<file path="src/rtl/prog_loader_pkg.sv">
// Shared constants and state encoding for the byte-stream program loader.
package prog_loader_pkg;

  localparam int ADDR_W         = 12;
  localparam int DATA_W         = 32;
  localparam int MAX_WORDS      = 4096;
  localparam int CSUM_W         = 8;
  localparam int BYTES_PER_WORD = DATA_W / 8;

  typedef enum logic [2:0] {
    S_IDLE,
    S_LEN_HI,
    S_LEN_LO,
    S_DATA,
    S_WRITE,
    S_CHECK,
    S_DONE,
    S_ERR
  } state_t;

endpackage

</file>
<file path="src/rtl/prog_loader_word_packer.sv">
// Assembles big-endian words from accepted bytes and keeps the running XOR checksum.
module word_packer
  import prog_loader_pkg::*;
(
  input  logic              clk,
  input  logic              reset,
  input  logic              clear,
  input  logic              shift,
  input  logic [7:0]        data_byte,
  output logic [DATA_W-1:0] word,
  output logic              last,
  output logic [CSUM_W-1:0] csum
);

  logic [1:0] byte_cnt;

  // The word register is left alone on clear so the last written word stays visible.
  always_ff @(posedge clk) begin
    if (!reset) begin
      byte_cnt <= '0;
      word     <= '0;
      csum     <= '0;
    end else if (clear) begin
      byte_cnt <= '0;
      csum     <= '0;
    end else if (shift) begin
      byte_cnt <= byte_cnt + 2'd1;
      word     <= {word[DATA_W-9:0], data_byte};
      csum     <= csum ^ data_byte;
    end
  end

  assign last = (byte_cnt == 2'(BYTES_PER_WORD - 1));

endmodule

</file>
<file path="src/rtl/prog_loader.sv">
// Boot loader: frames a byte stream into program-memory writes and verifies the XOR checksum.
module prog_loader
  import prog_loader_pkg::*;
(
  input  logic              clk,
  input  logic              reset,
  input  logic              start,
  input  logic              in_valid,
  input  logic [7:0]        in_data,
  output logic              in_ready,
  output logic              mem_we,
  output logic [ADDR_W-1:0] mem_addr,
  output logic [DATA_W-1:0] mem_wdata,
  output logic              cpu_hold,
  output logic              done,
  output logic              error
);

  localparam logic [ADDR_W:0] IDX_ONE = 1;

  state_t            state, state_next;
  logic [ADDR_W:0]   word_idx;
  logic [ADDR_W:0]   n_words;
  logic [7:0]        len_hi;
  logic [15:0]       len_full;
  logic              len_bad;
  logic              xfer;
  logic              pk_shift;
  logic              pk_clear;
  logic              pk_last;
  logic              last_write;
  logic [DATA_W-1:0] pk_word;
  logic [CSUM_W-1:0] pk_csum;

  // Handshake and status outputs decode the state register only.
  assign in_ready = (state == S_LEN_HI) || (state == S_LEN_LO) ||
                    (state == S_DATA)   || (state == S_CHECK);
  assign mem_we   = (state == S_WRITE);
  assign cpu_hold = (state != S_IDLE) && (state != S_DONE);
  assign done     = (state == S_DONE);
  assign error    = (state == S_ERR);

  assign xfer       = in_valid && in_ready;
  assign len_full   = {len_hi, in_data};
  assign len_bad    = (len_full == 16'd0) || (len_full > 16'(MAX_WORDS));
  assign pk_shift   = xfer && (state == S_DATA);
  assign pk_clear   = xfer && (state == S_LEN_LO);
  assign last_write = ((word_idx + IDX_ONE) == n_words);
  assign mem_wdata  = pk_word;

  word_packer u_packer (
    .clk       (clk),
    .reset     (reset),
    .clear     (pk_clear),
    .shift     (pk_shift),
    .data_byte (in_data),
    .word      (pk_word),
    .last      (pk_last),
    .csum      (pk_csum)
  );

  always_ff @(posedge clk) begin
    if (!reset) state <= S_IDLE;
    else        state <= state_next;
  end

  always_comb begin
    state_next = state;
    case (state)
      S_IDLE, S_DONE, S_ERR: if (start) state_next = S_LEN_HI;
      S_LEN_HI:              if (xfer) state_next = S_LEN_LO;
      S_LEN_LO:              if (xfer) state_next = len_bad ? S_ERR : S_DATA;
      S_DATA:                if (xfer && pk_last) state_next = S_WRITE;
      S_WRITE:               state_next = last_write ? S_CHECK : S_DATA;
      S_CHECK:               if (xfer) state_next = (in_data == pk_csum) ? S_DONE : S_ERR;
      default:               state_next = S_IDLE;
    endcase
  end

  // Word index is one bit wider than the address so a full 4096-word image never wraps.
  always_ff @(posedge clk) begin
    if (!reset) begin
      word_idx <= '0;
      n_words  <= '0;
      len_hi   <= '0;
      mem_addr <= '0;
    end else begin
      if (xfer && (state == S_LEN_HI)) len_hi <= in_data;
      if (xfer && (state == S_LEN_LO) && !len_bad) begin
        n_words  <= len_full[ADDR_W:0];
        word_idx <= '0;
      end
      if (pk_shift && pk_last) mem_addr <= word_idx[ADDR_W-1:0];
      if (state == S_WRITE)    word_idx <= word_idx + IDX_ONE;
    end
  end

endmodule

</file>
<file path="config.mk">
export PLATFORM = sky130hd
export DESIGN_NAME = prog_loader
export DESIGN_NICKNAME = d
export VERILOG_FILES = /design/src/rtl/prog_loader_pkg.sv /design/src/rtl/prog_loader_word_packer.sv /design/src/rtl/prog_loader.sv
export SDC_FILE = /design/constraint.sdc
export NUM_CORES = 1
export LEC_CHECK = 0
export ABC_CLOCK_PERIOD_IN_PS = 2400
export CAP_MARGIN = 20
export CORE_UTILIZATION = 30
export CTS_CLUSTER_SIZE = 12
export DETAILED_ROUTE_END_ITERATION = 8
export PLACE_DENSITY = 0.47
export SYNTH_ARGS = -nofsm -noshare
export SYNTH_HDL_FRONTEND = slang
export SYNTH_SLANG_ARGS = --single-unit
</file>
<file path="constraint.sdc">
create_clock -name clk -period 2.4 [get_ports clk]
set_input_delay 0.24 -clock clk [delete_from_list [all_inputs] [get_ports clk]]
set_output_delay 0.24 -clock clk [all_outputs]
set_load 0.005 [all_outputs]
</file>
==> results.yml <==
finish:
  fill_cells: 1378
  design_area_um2: 5220
  register_area_um2: 1820
  final_nets: 570
  n_antenna_cell: 0
  synthToLayoutAreaGrowth_pct: 27.6
  multiInputGateArea_um2: 2070
  final_layout_size_suffix_gt1_frac: 0.0875
synth:
  synth_top_area_frac: 0.446
  synth.distinct_cells: 50
  synth-seq-cells: 91
  synth_commonest_cells: "nand2_1 (115), dfxtp_1 (91), a21oi_1 (56)"
  syn_avg_cell_area_um2: 8.29
  synth_cells: 493
  synth_edf_count: 0
  ys_warn_count: 0
  synth_ff_type: "dfxtp_1"
  synth_area_leaders: "dfxtp_1 (45%), nand2_1 (11%), a21oi_1 (6.9%)"
  synth_fp_nets: 507
  syn_area_um2: 4090
  ys_seq_area_frac: 0.446
  yosysTopAreaCell: "dfxtp_1"
  yosysMostFrequentCell: "nand2_1"
  synthArstFlopShare: 0
floorplanning:
  die_w_um: 119
  coreArea_um2: 13200
  die_h_um: 119
  rows: 42
  start_util: 0.309
  io_pins: 61
  die_area_um2: 14100
global_routing:
  grtUsageMet3: 0.0299
  met1_usage: 0.227
  antenna_found_initial: 0
  met2_usage: 0.217
  track_usage: 0.154
  first_global_vias: 3060
  overflow: 0
  grt_pass1_wl_mm: 16.8
  busiest_layer: "met1"
  grt_max_degree: 57
drt:
  first_iter_violations: 154
  antenna_left: 0
  routed_via_density: 4.66
  wire_per_inst_um: 14.2
  drc: 0
  drtPass1Iterations: 4
  wl_mm: 10.4
  via_count: 3431
clock_network:
  htree_levels: 3
  cts_made_buffers: 9
  holdBufCountCts: 0
  clock_latency_ns: 0.34
  post_cts_resized: 0
  cts_setup_buffers: 0
  cts_root_buf: "clkbuf_16"
  tritoncts: "done"
  clk_pin_slew_worst_paths_ns: 0.06
  clk_path_buf_depth: 2
  cts.sinks: 91
critical_path:
  cp_max_fo: 7
  cp_cell_sequence: "ha_1 -> and3_1 -> nand3_2 -> and3b_1 -> nor4_4 -> nand4_2 -> a221oi_2"
  crit_start: "word_idx[0]"
  path_class: "register to register"
  cpMaxStageDelayCell: "dfxtp_1"
  required_ns: 2.66
  cp_data_arrival_time_ns: 2.40
  r2r_start: "word_idx[0]"
  crit_path_end_kind: "register"
  cpPeakStageDelay_ns: 0.38
  worstSetupStartpointType: "register"
sta:
  min_period_over_period: 0.893
  finalCriticalPeriod_ns: 2.14
  maxSlewViolCount: 0
  hold_violations: 0
  fin_setup_tns_ns: 0
  tightest_slew_ns: 0.515
  rsz0062_at_grt: "no"
  slew_headroom: 0.657
  setup_viol: 0
  max_freq_mhz: 467
  setup_ws_ns: 0.258
  finalClockSkew_ns: 0.00727
power:
  leakage_nw: 1.79
  peakVddDrop_v: 0.000282
  power-per-cell-area_nw_per_um2: 685
placed_design:
  dp_hpwl_mm: 7.70
  placed_area_um2: 4920
  portBuffers: 60
  gp_congestion: 0.752
  pre_cts_ws_ns: 0.149
min_path:
  worstHoldStart: "u_packer.word[31]"
  hold_class: "register to register"
job:
  max_cap_violations: 0
run_status:
  status: "completed"
kinds of logic after synthesis:
| family | share of synthesized area |
|---|---|
| muxes | 0.0539 |
| AOI/OAI and AO/OA | 0.129 |
| and+or+nand+nor | 0.242 |
| xor gates and xnor gates | 0.0750 |
| adders and majority gates | 0.00612 |
| buffers and inverters | 0.0481 |
| DFF | 0.446 |
layer usage:
metal  wire, um  share of wire
met1       5430           0.52
met2       4520           0.43
met3        341          0.033
met4        139          0.013
met5          0              0
layout by cell type (no fill, tap or decap), types with 3 or more instances in the layout:
cell / n
nand4_1: 4
dfxtp_1: 91
and3_1: 6
nor2_1: 49
inv_1: 4
or4_1: 4
xnor2_1: 21
xor2_1: 14
buf_4: 23
nor3_1: 4
nand2b_1: 3
clkdlybuf4s50_1: 60
o21ai_0: 16
nor4_1: 4
a21oi_1: 56
nand3_1: 5
mux2i_1: 22
clkbuf_16: 9
nand2_1: 115
a31oi_1: 9
final cells by class:
| cell class | instances | area share |
|---|---|---|
| Multi-Input combinational cell | 365 | 0.397 |
| Inverter | 5 | 0.00360 |
| Tap cell | 176 | 0.0422 |
| Timing Repair Buffer | 84 | 0.152 |
| Clock inverter | 5 | 0.0122 |
| Sequential cell | 91 | 0.349 |
| Clock buffer | 10 | 0.0439 |
state kept, by name, summed over array words and instances (netlist names):
signal / count
word_idx: 13
u_packer.byte_cnt: 2
u_packer.csum: 8
state: 3
mem_addr: 12
n_words: 13
len_hi: 8
u_packer.word: 32
where the power goes:
part           switching, W  total, W  leakage, nW  internal [W]
sequential        0.0000565   0.00162        0.734       0.00156
clock              0.000584   0.00139        0.139      0.000808
combinational      0.000307  0.000559        0.915      0.000251
total              0.000947   0.00357         1.79       0.00262
through the flow:
step                hold WS, ns  total power (W)   util  instances
floorplan                 0.387          0.00200      -        493
global placement          0.441          0.00221  0.372        721
detailed placement        0.448          0.00222  0.372        721
CTS                       0.457          0.00363  0.394        736
global route              0.473          0.00376  0.394        736
finish                    0.453          0.00357  0.394        736
critical path, delay by kind of cell (launching register included):
family / cells / cell delay [ns]
compound gates: 1 / 0.24
fa+ha+maj: 1 / 0.27
flops: 1 / 0.38
simple gates: 5 / 1.16
path summary, 6_finish.rpt:
check,to,depth (start not counted),slack [ns]
setup / recovery,state[2],7,0.26
hold / removal,u_packer.word[31],2,0.45
setup reg to reg,state[2],7,0.26
hold reg to reg,u_packer.word[31],2,0.45
(Power assumes the default switching activity.)
